--- src/rtl/regbank_arbiter_if.sv ---
// Bus bundle between two requesters and the register-bank arbiter.
// Signals:
//   req_x/we_x/addr_x/wdata_x : per-requester access request and payload
//   gnt_a/gnt_b               : one-cycle completion pulses
//   rdata                     : last read result
//   busy                      : sequencer not idle
//   dbg_addr/dbg_data         : debug peek into the bank
// Modports: master = requester/debug side, slave = arbiter side.
interface regbank_arbiter_if;
    logic       req_a;
    logic       we_a;
    logic [1:0] addr_a;
    logic [7:0] wdata_a;
    logic       req_b;
    logic       we_b;
    logic [1:0] addr_b;
    logic [7:0] wdata_b;
    logic       gnt_a;
    logic       gnt_b;
    logic [7:0] rdata;
    logic       busy;
    logic [1:0] dbg_addr;
    logic [7:0] dbg_data;

    modport master (
        output req_a, we_a, addr_a, wdata_a,
        output req_b, we_b, addr_b, wdata_b,
        output dbg_addr,
        input  gnt_a, gnt_b, rdata, busy, dbg_data
    );

    modport slave (
        input  req_a, we_a, addr_a, wdata_a,
        input  req_b, we_b, addr_b, wdata_b,
        input  dbg_addr,
        output gnt_a, gnt_b, rdata, busy, dbg_data
    );
endinterface

--- src/rtl/regbank_arbiter.sv ---
// Round-robin arbiter giving two requesters access to a 4 x 8-bit register
// bank through one port. A winner is latched in IDLE, its access runs in
// EXEC, and a one-cycle grant pulse is issued in ACK.
// Ports:
//   clk : system clock
//   rst : asynchronous active-high reset
//   bus : regbank_arbiter_if.slave (requests, grants, rdata, busy, debug)
module regbank_arbiter (
    input  logic                  clk,
    input  logic                  rst,
    regbank_arbiter_if.slave      bus
);
    localparam int unsigned DATA_W = 8;
    localparam int unsigned ADDR_W = 2;
    localparam int unsigned DEPTH  = 4;

    localparam logic SEL_A = 1'b0;
    localparam logic SEL_B = 1'b1;

    typedef enum logic [1:0] {
        IDLE = 2'b00,
        EXEC = 2'b01,
        ACK  = 2'b10
    } state_t;

    state_t              state_q, state_d;
    logic                last_q, last_d;
    logic                win;
    logic                latch;
    logic                rd_en;
    logic [DEPTH-1:0]    bank_en;

    logic                hold_id_q;
    logic                hold_we_q;
    logic [ADDR_W-1:0]   hold_addr_q;
    logic [DATA_W-1:0]   hold_wdata_q;

    logic [DATA_W-1:0]   bank_q [DEPTH];
    logic [DATA_W-1:0]   rdata_q;
    logic                gnt_a_q, gnt_b_q, busy_q;

    // Next-state, winner selection and bank access strobes
    always_comb begin
        state_d = state_q;
        last_d  = last_q;
        latch   = 1'b0;
        rd_en   = 1'b0;
        bank_en = '0;
        // On a tie the requester that did not win last time goes next
        if (bus.req_a && bus.req_b) begin
            win = ~last_q;
        end else if (bus.req_b) begin
            win = SEL_B;
        end else begin
            win = SEL_A;
        end

        case (state_q)
            IDLE: begin
                if (bus.req_a || bus.req_b) begin
                    latch   = 1'b1;
                    last_d  = win;
                    state_d = EXEC;
                end
            end
            EXEC: begin
                if (hold_we_q) begin
                    bank_en[hold_addr_q] = 1'b1;
                end else begin
                    rd_en = 1'b1;
                end
                state_d = ACK;
            end
            ACK: begin
                // Requests deliberately ignored here
                state_d = IDLE;
            end
            default: begin
                state_d = IDLE;
            end
        endcase
    end

    // Sequencer state, round-robin history and registered status outputs
    always_ff @(posedge clk or posedge rst) begin
        if (rst) begin
            state_q <= IDLE;
            last_q  <= SEL_B;
            gnt_a_q <= 1'b0;
            gnt_b_q <= 1'b0;
            busy_q  <= 1'b0;
        end else begin
            state_q <= state_d;
            last_q  <= last_d;
            // Grant/busy follow the next state so they line up with ACK/EXEC
            gnt_a_q <= (state_d == ACK) && (hold_id_q == SEL_A);
            gnt_b_q <= (state_d == ACK) && (hold_id_q == SEL_B);
            busy_q  <= (state_d != IDLE);
        end
    end

    // Holding registers isolate the in-flight access from request changes
    always_ff @(posedge clk or posedge rst) begin
        if (rst) begin
            hold_id_q    <= SEL_A;
            hold_we_q    <= 1'b0;
            hold_addr_q  <= '0;
            hold_wdata_q <= '0;
        end else if (latch) begin
            hold_id_q    <= win;
            hold_we_q    <= (win == SEL_B) ? bus.we_b    : bus.we_a;
            hold_addr_q  <= (win == SEL_B) ? bus.addr_b  : bus.addr_a;
            hold_wdata_q <= (win == SEL_B) ? bus.wdata_b : bus.wdata_a;
        end
    end

    // Register bank with per-entry write enables
    always_ff @(posedge clk or posedge rst) begin
        if (rst) begin
            for (int i = 0; i < int'(DEPTH); i++) begin
                bank_q[i] <= '0;
            end
        end else begin
            for (int i = 0; i < int'(DEPTH); i++) begin
                if (bank_en[i]) begin
                    bank_q[i] <= hold_wdata_q;
                end
            end
        end
    end

    // Read data holds until the next completed read
    always_ff @(posedge clk or posedge rst) begin
        if (rst) begin
            rdata_q <= '0;
        end else if (rd_en) begin
            rdata_q <= bank_q[hold_addr_q];
        end
    end

    assign bus.gnt_a    = gnt_a_q;
    assign bus.gnt_b    = gnt_b_q;
    assign bus.busy     = busy_q;
    assign bus.rdata    = rdata_q;
    assign bus.dbg_data = bank_q[bus.dbg_addr];

endmodule

--- src/flat_wrapper.sv ---
// flat-port wrapper written by rule: the top's interface ports become plain ports
module regbank_arbiter_flat 
  (clk, rst, bus_req_a, bus_we_a, bus_addr_a, bus_wdata_a, bus_req_b, bus_we_b, bus_addr_b, bus_wdata_b, bus_dbg_addr, bus_gnt_a, bus_gnt_b, bus_rdata, bus_busy, bus_dbg_data);
  regbank_arbiter_if bus_i ();
  input  logic clk;
  input  logic rst;
  input wire logic [$bits(bus_i.req_a)-1:0] bus_req_a;
  input wire logic [$bits(bus_i.we_a)-1:0] bus_we_a;
  input wire logic [$bits(bus_i.addr_a)-1:0] bus_addr_a;
  input wire logic [$bits(bus_i.wdata_a)-1:0] bus_wdata_a;
  input wire logic [$bits(bus_i.req_b)-1:0] bus_req_b;
  input wire logic [$bits(bus_i.we_b)-1:0] bus_we_b;
  input wire logic [$bits(bus_i.addr_b)-1:0] bus_addr_b;
  input wire logic [$bits(bus_i.wdata_b)-1:0] bus_wdata_b;
  input wire logic [$bits(bus_i.dbg_addr)-1:0] bus_dbg_addr;
  output wire logic [$bits(bus_i.gnt_a)-1:0] bus_gnt_a;
  output wire logic [$bits(bus_i.gnt_b)-1:0] bus_gnt_b;
  output wire logic [$bits(bus_i.rdata)-1:0] bus_rdata;
  output wire logic [$bits(bus_i.busy)-1:0] bus_busy;
  output wire logic [$bits(bus_i.dbg_data)-1:0] bus_dbg_data;
  assign bus_i.req_a = bus_req_a;
  assign bus_i.we_a = bus_we_a;
  assign bus_i.addr_a = bus_addr_a;
  assign bus_i.wdata_a = bus_wdata_a;
  assign bus_i.req_b = bus_req_b;
  assign bus_i.we_b = bus_we_b;
  assign bus_i.addr_b = bus_addr_b;
  assign bus_i.wdata_b = bus_wdata_b;
  assign bus_i.dbg_addr = bus_dbg_addr;
  assign bus_gnt_a = bus_i.gnt_a;
  assign bus_gnt_b = bus_i.gnt_b;
  assign bus_rdata = bus_i.rdata;
  assign bus_busy = bus_i.busy;
  assign bus_dbg_data = bus_i.dbg_data;
  regbank_arbiter u_core (.clk(clk), .rst(rst), .bus(bus_i));
endmodule
--- config.mk ---
export PLATFORM = sky130hd
export DESIGN_NAME = regbank_arbiter_flat
export DESIGN_NICKNAME = d
export VERILOG_FILES = /design/src/rtl/regbank_arbiter_if.sv /design/src/rtl/regbank_arbiter.sv /design/src/flat_wrapper.sv
export SDC_FILE = /design/constraint.sdc
export NUM_CORES = 1
export LEC_CHECK = 0
export BUFFER_PORTS_ARGS = -buffer_cell sky130_fd_sc_hd__buf_4
export CELL_PAD_IN_SITES_DETAIL_PLACEMENT = 0
export CELL_PAD_IN_SITES_GLOBAL_PLACEMENT = 1
export CORE_MARGIN = 8
export CORE_UTILIZATION = 40
export DETAILED_ROUTE_END_ITERATION = 8
export GPL_TIMING_DRIVEN = 0
export PLACE_DENSITY_LB_ADDON = 0.1
export RECOVER_POWER = 100
export SETUP_SLACK_MARGIN = 0.02
export SLEW_MARGIN = 40
export SYNTH_ARGS = -nofsm -noshare
export SYNTH_HDL_FRONTEND = slang
export SYNTH_SLANG_ARGS = --single-unit
--- constraint.sdc ---
create_clock -name clk -period 4.95 [get_ports clk]
set_input_delay 0.99 -clock clk [delete_from_list [all_inputs] [get_ports clk]]
set_output_delay 0.99 -clock clk [all_outputs]
set_load 0.02 [all_outputs]
==> key figures, run 1 <==
Cells and area
  • Area growth from synthesis to layout: 17.5%
  • Share of layout cells above drive strength 1: 0.487
  • Non-filler cells, final: between 300 and 400
  • Ant diodes: 0
  • Nets: 250

Routing
  • Routed Antenna Nets: 0
  • Drt wl/cell: 20.0 um
  • First DRT Iteration DRCs: 32
  • Total Wirelength: ~6.1 mm
  • Remaining DRCs: 0
  • Vias per cell: around 5.3
  • Via Count: between 1500 and 2000
  • DR pass1 iterations: 4

Die
  • Initial Util: 0.408
  • IO Pins: between 40 and 50
  • Core Box Area: between 6000 and 7000 um^2
  • # rows: 30
  • Die area: around 9800 um^2
  • Die height: 98.8 um
  • Die W: between 90 and 100 um

Power
  • Switch share: 0.343
  • Max IR drop VDD: roughly 0.00032 V
  • Comb pwr share: 0.386
  • Clock power share: 0.199
  • Tot Pwr: about 2.1 mW
  • Psw: around 0.73 mW
  • Sequential share of power: 0.414
  • P_leak: around 1.4 nW
  • P_int: ~1.4 mW
  • Power Density: 662 nW/um^2

Worst setup path
  • CP endpoint kind: primary output
  • Type of the worst setup path: in2out
  • Critical Path Fanout Max: 8
  • Crit start category: input port
  • Critical Path RT: 3.96 ns
  • Reg2reg setup slack: ~2.2 ns
  • Worst Path Arrival: between 2 and 2.5 ns

Clock network
  • CTS tree: yes
  • H-tree depth: 3
  • Post_cts resized: 0
  • Sink Count: 58
  • Clock-pin slew on the worst setup and hold paths: 0.06 ns
  • Num CTS Buffers: 9
  • Clk buf depth: 2
  • Worst-Skew Late Latency: about 0.33 ns
  • Cts hold-fix bufs: 0
  • Setup Buffers After CTS: 0
  • Root buffer cell: clkbuf_8

GRT
  • Gr usage total: 0.134
  • Initial antenna violation count: 0
  • Vias in the first global route: 1861
  • Global route overflow: 0
  • First-pass GRT wire length: just under 10 mm
  • Largest net degree at the start of global routing: 44

Synth
  • Post-synthesis register bit count: slightly below 60
  • Syn Area/Cell: 16.5 um^2
  • Most frequent cells after synthesis: dfrtp_1 (57), mux2_2 (50), mux4_2 (16)
  • Most frequent cell after synthesis: dfrtp_1
  • EDFF count, synth: 0
  • Synth top area cells: dfrtp_1 (52%), mux2_2 (21%), mux4_2 (13%), mux2_4 (4.4%), mux2i_1 (2.2%)
  • Synth Net Count: a little under 200
  • Yosys warnings: 0
  • Most used DFF post-synth: dfrtp_1
  • Part of the Yosys area used for sequential elements: 0.530
  • Distinct cells, synth: 19
  • Most area-hungry cell type in the Yosys netlist: dfrtp_1
  • Post-synthesis async set-or-reset flop share: 1.00
  • Yosys top cell area share: 0.520
  • Post-Syn Instances: between 150 and 200
  • Synth Cell Area: 2740 um^2

Status
  • Status: finished with violations
  • Failing checks: capacitance limit, slew limit

Timing
  • Setup Skew: approximately 0.0065 ns
  • Sum Neg Setup Slack: 0 ns
  • Unrepaired setup endpoints after global routing: no
  • Setup violators final: 0
  • Max-slew headroom at the worst pin: -0.509
  • Max Freq: a little under 0.3 GHz
  • Final Max Tran Viols: 54
  • Slew @ Worst Pin: 2.26 ns
  • Period utilization: 0.682
  • Final min period: ~3.4 ns
  • Final hold vios: 0

Place
  • DP Wirelength: roughly 4.3 mm
  • Port buffer count: 44
  • Gp weighted congestion: around 0.7
  • Placed Cells: approximately 290

Min path
  • Min-Delay Path Class: reg2reg

Flow run
  • Max-cap viol count: 3
## stage by stage
step / cell area [um^2] / setup WS [ns] / utilization / hold slack [ns]
after global placement: 3170 / 1.88 / 0.472 / 0.409
after floorplan: 2740 / 2.14 / - / 0.402
after global routing: 3220 / 1.11 / 0.480 / 0.431
final: 3220 / 1.57 / 0.480 / 0.422
after CTS: 3380 / 1.89 / 0.503 / 0.423
after detailed placement: 3200 / 1.90 / 0.476 / 0.415
## worst max-delay path, cell delays in order
cell and delay [ns]:
clkbuf_1 0.58, mux4_2 0.62, clkbuf_1 0.19
## power by group through the flow
stage	Clock [mW]	Combinational (mW)	Sequential, mW
after detailed placement	0	0.957	0.901
after CTS	0.433	0.961	0.891
after floorplan	0	0.655	0.888
final	0.425	0.824	0.884
after global placement	0	0.928	0.870
after global routing	0.455	0.891	0.915
## sequential cells by signal (all words and copies together) (netlist names)
register,cells
u_core.state_q,2
u_core.bank_q,32
u_core.hold_addr_q,2
u_core.hold_we_q,1
u_core.bus.gnt_a,1
u_core.bus.rdata,8
u_core.bus.gnt_b,1
u_core.hold_wdata_q,8
u_core.bus.busy,1
u_core.hold_id_q,1
u_core.last_q,1
## cell families (layout without fill, tap and decap cells)
logic type             Yosys count  in the layout  share of synthesized area
AO/OA/AOI/OAI                    1              1                    0.00365
multiplexers                    80             80                      0.402
AND/OR/NAND/NOR                 13             13                     0.0333
flip-flops                      58             58                      0.530
buffers and inverters           14             74                     0.0310
## final cells by class
| type | count | area, um^2 |
|---|---|---|
| timing repair buffer | 45 | 267 |
| buffer | 8 | 41.3 |
| inverter | 6 | 23.8 |
| clock buffer | 12 | 145 |
| multi-input combinational | 94 | 1150 |
| fill | 615 | 3500 |
| tap | 80 | 100 |
| clock inverter | 3 | 40.0 |
| sequential | 58 | 1450 |
## cell usage in the layout, fill, tap and decap left out, drive strengths merged, types with 2 or more instances in the layout
master	n
mux2	58
nand2	2
mux2i	6
buf	27
dfrtp	57
inv	5
clkinv	2
mux4	16
clkbuf	38
nor2	4
nor3	4
## final timing paths
check,depth (start not counted),start,end
max,3,bus_dbg_addr[0],bus_dbg_data[1]
min reg2reg,1,u_core.hold_id_q,u_core.bus.gnt_a
min in group asynchronous,2,rst,u_core.hold_wdata_q[4]
max in group asynchronous,3,rst,u_core.bus.rdata[6]
min,1,u_core.hold_id_q,u_core.bus.gnt_a
max reg2reg,4,u_core.state_q[1],u_core.bank_q[20]
## per-layer routing
layer / wire [um] / vias up / track usage
li1: - / 727 / -
met1: 2690 / 833 / 0.161
met2: 2970 / 47 / 0.209
met3: 284 / 18 / 0.0338
met4: 176 / 0 / 0.0897
met5: 0 / - / 0
Power figures use the tool's default switching activity.
==> run 2, diff against run 1 <==
- clock period: 4.95 -> 2.8 ns (I/O delays scaled with it)
==> key figures, run 2 (synthesis gave the netlist of run 1 again) <==
Worst setup path
  • Worst path slowest cell: nor4_2 (was mux4_2)
  • Worst Path Arrival: 2.42 ns (was 2.39 ns)
  • Critical Path Fanout Max: 8 (unchanged)
  • Top cell family by delay on the critical path: simple AND/OR/NAND/NOR gates (was buffers and inverters)
  • Buf/Inv on CP: 1 (was 2)
  • Type of the worst setup path: reg2reg (was in2out)
  • Crit start category: flop (was input port)
  • CP endpoint kind: flop (was primary output)
  • Critical Path RT: 3.02 ns (was 3.96 ns)
  • CP Cell Sequence: nand2b_1, clkbuf_1, nor4_2, mux2_2 (was clkbuf_1, mux4_2, clkbuf_1)
  • Largest stage delay on the critical path: 0.93 ns (was 0.62 ns)

Clock network
  • Worst-Skew Late Latency: 0.33 ns (about the same)
  • Clk buf depth: 2 (unchanged)
  • CTS tree: yes (unchanged)
  • Root buffer cell: clkbuf_8 (unchanged)
  • Cts hold-fix bufs: 0 (unchanged)
  • Num CTS Buffers: 9 (unchanged)
  • Post_cts resized: 0 (unchanged)
  • H-tree depth: 3 (unchanged)
  • Sink Count: 58 (unchanged)
  • Clock-pin slew on the worst setup and hold paths: 0.06 ns (about the same)
  • Setup Buffers After CTS: 0 (unchanged)

Power
  • P_leak: 1.41 nW (was 1.40 nW)
  • Psw: 1.31 mW (was 0.732 mW)
  • Tot Pwr: 3.79 mW (was 2.13 mW)
  • Power Density: 1170 nW/um^2 (was 662 nW/um^2)
  • Sequential share of power: 0.413 (was 0.414)
  • Switch share: 0.345 (was 0.343)
  • Max IR drop VDD: 0.000567 V (was 0.000317 V)
  • Clock power share: 0.198 (was 0.199)
  • Comb pwr share: 0.389 (was 0.386)
  • P_int: 2.48 mW (was 1.40 mW)

Die
  • Die area: 9760 um^2 (unchanged)
  • Core Box Area: 6720 um^2 (unchanged)
  • Die W: 98.8 um (unchanged)
  • Die height: 98.8 um (unchanged)
  • IO Pins: 47 (unchanged)
  • # rows: 30 (unchanged)
  • Initial Util: 0.408 (unchanged)

GRT
  • Gr usage total: 0.134 (unchanged)
  • Initial antenna violation count: 0 (unchanged)
  • Global route overflow: 0 (unchanged)
  • Largest net degree at the start of global routing: 44 (unchanged)
  • Vias in the first global route: 1861 (unchanged)
  • First-pass GRT wire length: 9.87 mm (unchanged)

Cells and area
  • Commonest non-fill, non-tap cell in the layout: dfrtp_1 (unchanged)
  • Share of layout cells above drive strength 1: 0.518 (was 0.487)
  • Max reg flops: 32 (unchanged)
  • Area growth from synthesis to layout: 18.2% (was 17.5%)
  • Non-filler cells, final: 306 (unchanged)
  • Most frequent cells in the layout: dfrtp_1 (57), mux2_2 (50), buf_4 (26), clkbuf_1 (24), mux4_2 (16) (was dfrtp_1 (57), mux2_2 (48), clkbuf_1 (26), buf_4 (25), mux4_2 (16))
  • Fillers: 616 (was 615)
  • Biggest register: u_core.bank_q (unchanged)
  • Nets: 250 (unchanged)
  • Ant diodes: 0 (unchanged)

Routing
  • DR pass1 iterations: 4 (unchanged)
  • First DRT Iteration DRCs: 29 (was 32)
  • Routed Antenna Nets: 0 (unchanged)
  • Vias per cell: 5.33 (was 5.31)
  • Drt wl/cell: 19.9 um (was 20.0 um)
  • Via Count: 1630 (was 1625)
  • Remaining DRCs: 0 (unchanged)
  • Total Wirelength: 6.10 mm (was 6.11 mm)

Min path
  • Min-Delay Path Class: in2async (was reg2reg)

Timing
  • Slew @ Worst Pin: 1.20 ns (was 2.26 ns)
  • Sum Neg Setup Slack: 0 ns (unchanged)
  • Final min period: 2.20 ns
  • Setup Skew: 0.00642 ns (was 0.00654 ns)
  • Period utilization: 0.786
  • Final Max Tran Viols: 0 (was 54)
  • Final hold vios: 0 (unchanged)
  • Unrepaired setup endpoints after global routing: no (unchanged)
  • Max-slew headroom at the worst pin: 0.193 (was -0.509)
  • Setup violators final: 0 (unchanged)
  • Max Freq: 0.455 GHz

Status
  • Status: completed (was finished with violations)

Place
  • DP Wirelength: 4.34 mm (unchanged)
  • Placed Cells: 291 (unchanged)
  • Gp weighted congestion: 0.709 (unchanged)
  • Port buffer count: 44 (unchanged)

Flow run
  • Max-cap viol count: 0 (was 3)
run 2: worst register-to-register path, cell delays in order (launching register included):
cell,delay (ns)
dfrtp_1,0.39
nand2b_1,0.14
clkbuf_1,0.19
nor4_2,0.93
mux2_2,0.43
run 2: final cells by class:
class	instances	area, um^2	share of cell area
Sequential cell	58	1450	0.448
Multi-Input combinational cell	94	1170	0.361
Timing Repair Buffer	45	268	0.0826
Clock buffer	12	145	0.0448
Tap cell	80	100	0.0309
Buffer	8	42.5	0.0131
Clock inverter	3	40.0	0.0124
Inverter	6	23.8	0.00733
run 2: worst paths after layout:
| check | endpoint | from | cells past startpoint | slack, ns |
|---|---|---|---|---|
| max | u_core.bank_q[20] | u_core.state_q[1] | 4 | 0.60 |
| min in group clk | u_core.bus.gnt_a | u_core.hold_id_q | 1 | 0.42 |
| max in group asynchronous | u_core.bus.rdata[6] | rst | 3 | 1.11 |
| min | u_core.hold_wdata_q[4] | rst | 2 | 0.30 |
| min reg2reg | u_core.bus.gnt_a | u_core.hold_id_q | 1 | 0.42 |
| max reg2reg | u_core.bank_q[20] | u_core.state_q[1] | 4 | 0.60 |
run 2: layer usage:
layer,GRT usage,wire length (um),vias to the layer above
met5,0,0,-
met4,0.0897,177,0
li1,-,-,728
met3,0.0338,275,18
met2,0.209,2960,47
met1,0.161,2690,837
run 2: per-stage QoR:
step | hold WS (ns) | area [um^2] | setup slack (ns) | utilization
final | 0.297 | 3240 | 0.600 | 0.482
after global routing | 0.338 | 3240 | 0.481 | 0.482
after CTS | 0.139 | 3380 | 0.603 | 0.503
after detailed placement | 0.415 | 3200 | 0.608 | 0.476
after global placement | 0.409 | 3170 | 0.158 | 0.472
after floorplan | 0.402 | 2740 | 0.814 | -
run 2: power by group through the flow:
| stage | clock network, mW | registers, mW | logic, mW |
|---|---|---|---|
| 2_1_floorplan | 0 | 1.57 | 1.16 |
| 3_3_place_gp | 0 | 1.54 | 1.64 |
| 3_5_place_dp | 0 | 1.59 | 1.69 |
| 4_1_cts | 0.765 | 1.58 | 1.70 |
| 5_1_grt | 0.805 | 1.62 | 1.59 |
| 6_report | 0.751 | 1.56 | 1.47 |
==> run 3, diff against run 2 <==
- clock period: 2.8 -> 2.25 ns (I/O delays scaled with it)
==> key figures, run 3 (synthesis gave the netlist of run 1 again) <==
Status
  • Status: completed (unchanged)

Die
  • Core Box Area: 6720 um^2 (unchanged)
  • IO Pins: 47 (unchanged)
  • # rows: 30 (unchanged)
  • Die W: 98.8 um (unchanged)
  • Initial Util: 0.408 (unchanged)
  • Die area: 9760 um^2 (unchanged)
  • Die height: 98.8 um (unchanged)

Timing
  • Final hold vios: 0 (unchanged)
  • Sum Neg Setup Slack: 0 ns (unchanged)
  • Final hold slack: 0.185 ns (was 0.297 ns)
  • Setup Skew: 0.00692 ns (was 0.00642 ns)
  • Max Freq: 0.495 GHz (was 0.455 GHz)
  • Unrepaired setup endpoints after global routing: no (unchanged)
  • Setup violators final: 0 (unchanged)
  • Slew @ Worst Pin: 1.04 ns (was 1.20 ns)
  • Max-slew headroom at the worst pin: 0.304 (was 0.193)
  • Final min period: 2.02 ns (was 2.20 ns)
  • Period utilization: 0.897 (was 0.786)
  • Final Max Tran Viols: 0 (unchanged)

GRT
  • Largest net degree at the start of global routing: 44 (unchanged)
  • Global route overflow: 0 (unchanged)
  • First-pass GRT wire length: 9.87 mm (unchanged)
  • Vias in the first global route: 1861 (unchanged)
  • Initial antenna violation count: 0 (unchanged)
  • Gr usage total: 0.134 (unchanged)

Cells and area
  • Ant diodes: 0 (unchanged)
  • Most frequent cells in the layout: dfrtp_1 (57), mux2_2 (50), buf_4 (27), clkbuf_1 (21), mux4_2 (16) (was dfrtp_1 (57), mux2_2 (50), buf_4 (26), clkbuf_1 (24), mux4_2 (16))
  • Area of the multi-input gates: 1180 um^2 (was 1170 um^2)
  • Area growth from synthesis to layout: 18.7% (was 18.2%)
  • Nets: 250 (unchanged)
  • Fin area: 3260 um^2 (was 3240 um^2)
  • Share of layout cells above drive strength 1: 0.527 (was 0.518)
  • Biggest register: u_core.bank_q (unchanged)
  • Fillers: 609 (was 616)
  • Commonest non-fill, non-tap cell in the layout: dfrtp_1 (unchanged)
  • Area occupied by registers: 1450 um^2 (unchanged)
  • Max reg flops: 32 (unchanged)

Clock network
  • Num CTS Buffers: 9 (unchanged)
  • Clk buf depth: 2 (unchanged)
  • Post_cts resized: 0 (unchanged)
  • Cts hold-fix bufs: 0 (unchanged)
  • CTS tree: yes (unchanged)
  • H-tree depth: 3 (unchanged)
  • Setup Buffers After CTS: 0 (unchanged)
  • Sink Count: 58 (unchanged)
  • Root buffer cell: clkbuf_8 (unchanged)
  • Worst-Skew Late Latency: 0.33 ns (about the same)
  • Clock-pin slew on the worst setup and hold paths: 0.06 ns (about the same)

Routing
  • Total Wirelength: 6.10 mm (about the same)
  • Vias per cell: 5.32 (was 5.33)
  • Via Count: 1629 (was 1630)
  • DR pass1 iterations: 4 (unchanged)
  • Remaining DRCs: 0 (unchanged)
  • First DRT Iteration DRCs: 31 (was 29)
  • Drt wl/cell: 19.9 um (about the same)
  • Routed Antenna Nets: 0 (unchanged)

Min path
  • Min-Delay Path Class: in2async (unchanged)

Place
  • Area after DPL: 3200 um^2 (unchanged)
  • Port buffer count: 44 (unchanged)
  • Gp weighted congestion: 0.709 (unchanged)
  • DP Wirelength: 4.34 mm (unchanged)

Worst setup path
  • Critical Path RT: 2.47 ns (was 3.02 ns)
  • Largest stage delay on the critical path: 0.74 ns (was 0.93 ns)
  • Worst path slowest cell: nor3_2 (was nor4_2)
  • Type of the worst setup path: reg2reg (unchanged)
  • CP Cell Sequence: nand2b_1, clkbuf_1, nor3_2, mux2_2 (was nand2b_1, clkbuf_1, nor4_2, mux2_2)
  • Critical Path Fanout Max: 8 (unchanged)
  • Worst Path Arrival: 2.24 ns (was 2.42 ns)
  • Crit start category: flop (unchanged)
  • CP endpoint kind: flop (unchanged)

Power
  • Power Density: 1460 nW/um^2 (was 1170 nW/um^2)
  • P_leak: 1.43 nW (was 1.41 nW)
  • Max IR drop VDD: 0.000717 V (was 0.000567 V)

Flow run
  • Max-cap viol count: 0 (unchanged)
==> run 3: cell counts in the layout (fill, tap and decap cells not counted) <==
No cell type changed its count.
==> run 3: stage by stage <==
stage                     worst slack [ns]  total power, mW  instances  utilization
final                                0.231             4.74        306        0.485
after global routing                 0.137             5.02        306        0.485
after CTS                            0.257             5.03        306        0.503
after detailed placement             0.273             4.09        291        0.476
after global placement              -0.282             3.96        290        0.472
after floorplan                      0.374             3.40        166            -
==> run 3: path summary, 6_finish.rpt <==
| kind | from | to | slack [ns] | cells past startpoint |
|---|---|---|---|---|
| worst min-delay path | rst | u_core.hold_wdata_q[4] | 0.19 | 2 |
| worst max register to register | u_core.state_q[1] | u_core.bank_q[1] | 0.23 | 4 |
| worst min register to register | u_core.hold_id_q | u_core.bus.gnt_a | 0.42 | 1 |
| min in group clk | bus_req_b | u_core.bus.busy | 0.36 | 3 |
| max in group asynchronous | rst | u_core.bus.rdata[6] | 0.66 | 3 |
| worst max-delay path | u_core.state_q[1] | u_core.bank_q[1] | 0.23 | 4 |
==> run 3: cell type report <==
class / instances / area share
flip-flops and latches: 58 / 0.446
multi-input cells: 94 / 0.362
repair buffers: 45 / 0.0822
clock buffers: 12 / 0.0446
well taps: 80 / 0.0307
plain buffers: 8 / 0.0150
clock inverters: 3 / 0.0123
inverters: 6 / 0.00730
==> run 3: power breakdown <==
group / switching (mW) / internal, mW / total [mW] / leakage, nW
clock network: 0.405 / 0.533 / 0.938 / 0.0962
logic: 0.852 / 1.00 / 1.85 / 0.625
registers: 0.384 / 1.57 / 1.95 / 0.705
total: 1.64 / 3.10 / 4.74 / 1.43
==> run 3: layer usage <==
layer / track usage / wire length, um
met1: 0.161 / 2670
met2: 0.209 / 2950
met3: 0.0338 / 307
met4: 0.0897 / 175
met5: 0 / 0
==> run 3: critical path: cells and delay by family, from the launching register on <==
family        cells  cell delay (ns)
simple gates      2             0.88
mux               1             0.41
buf+inv           1             0.21
flops             1             0.39
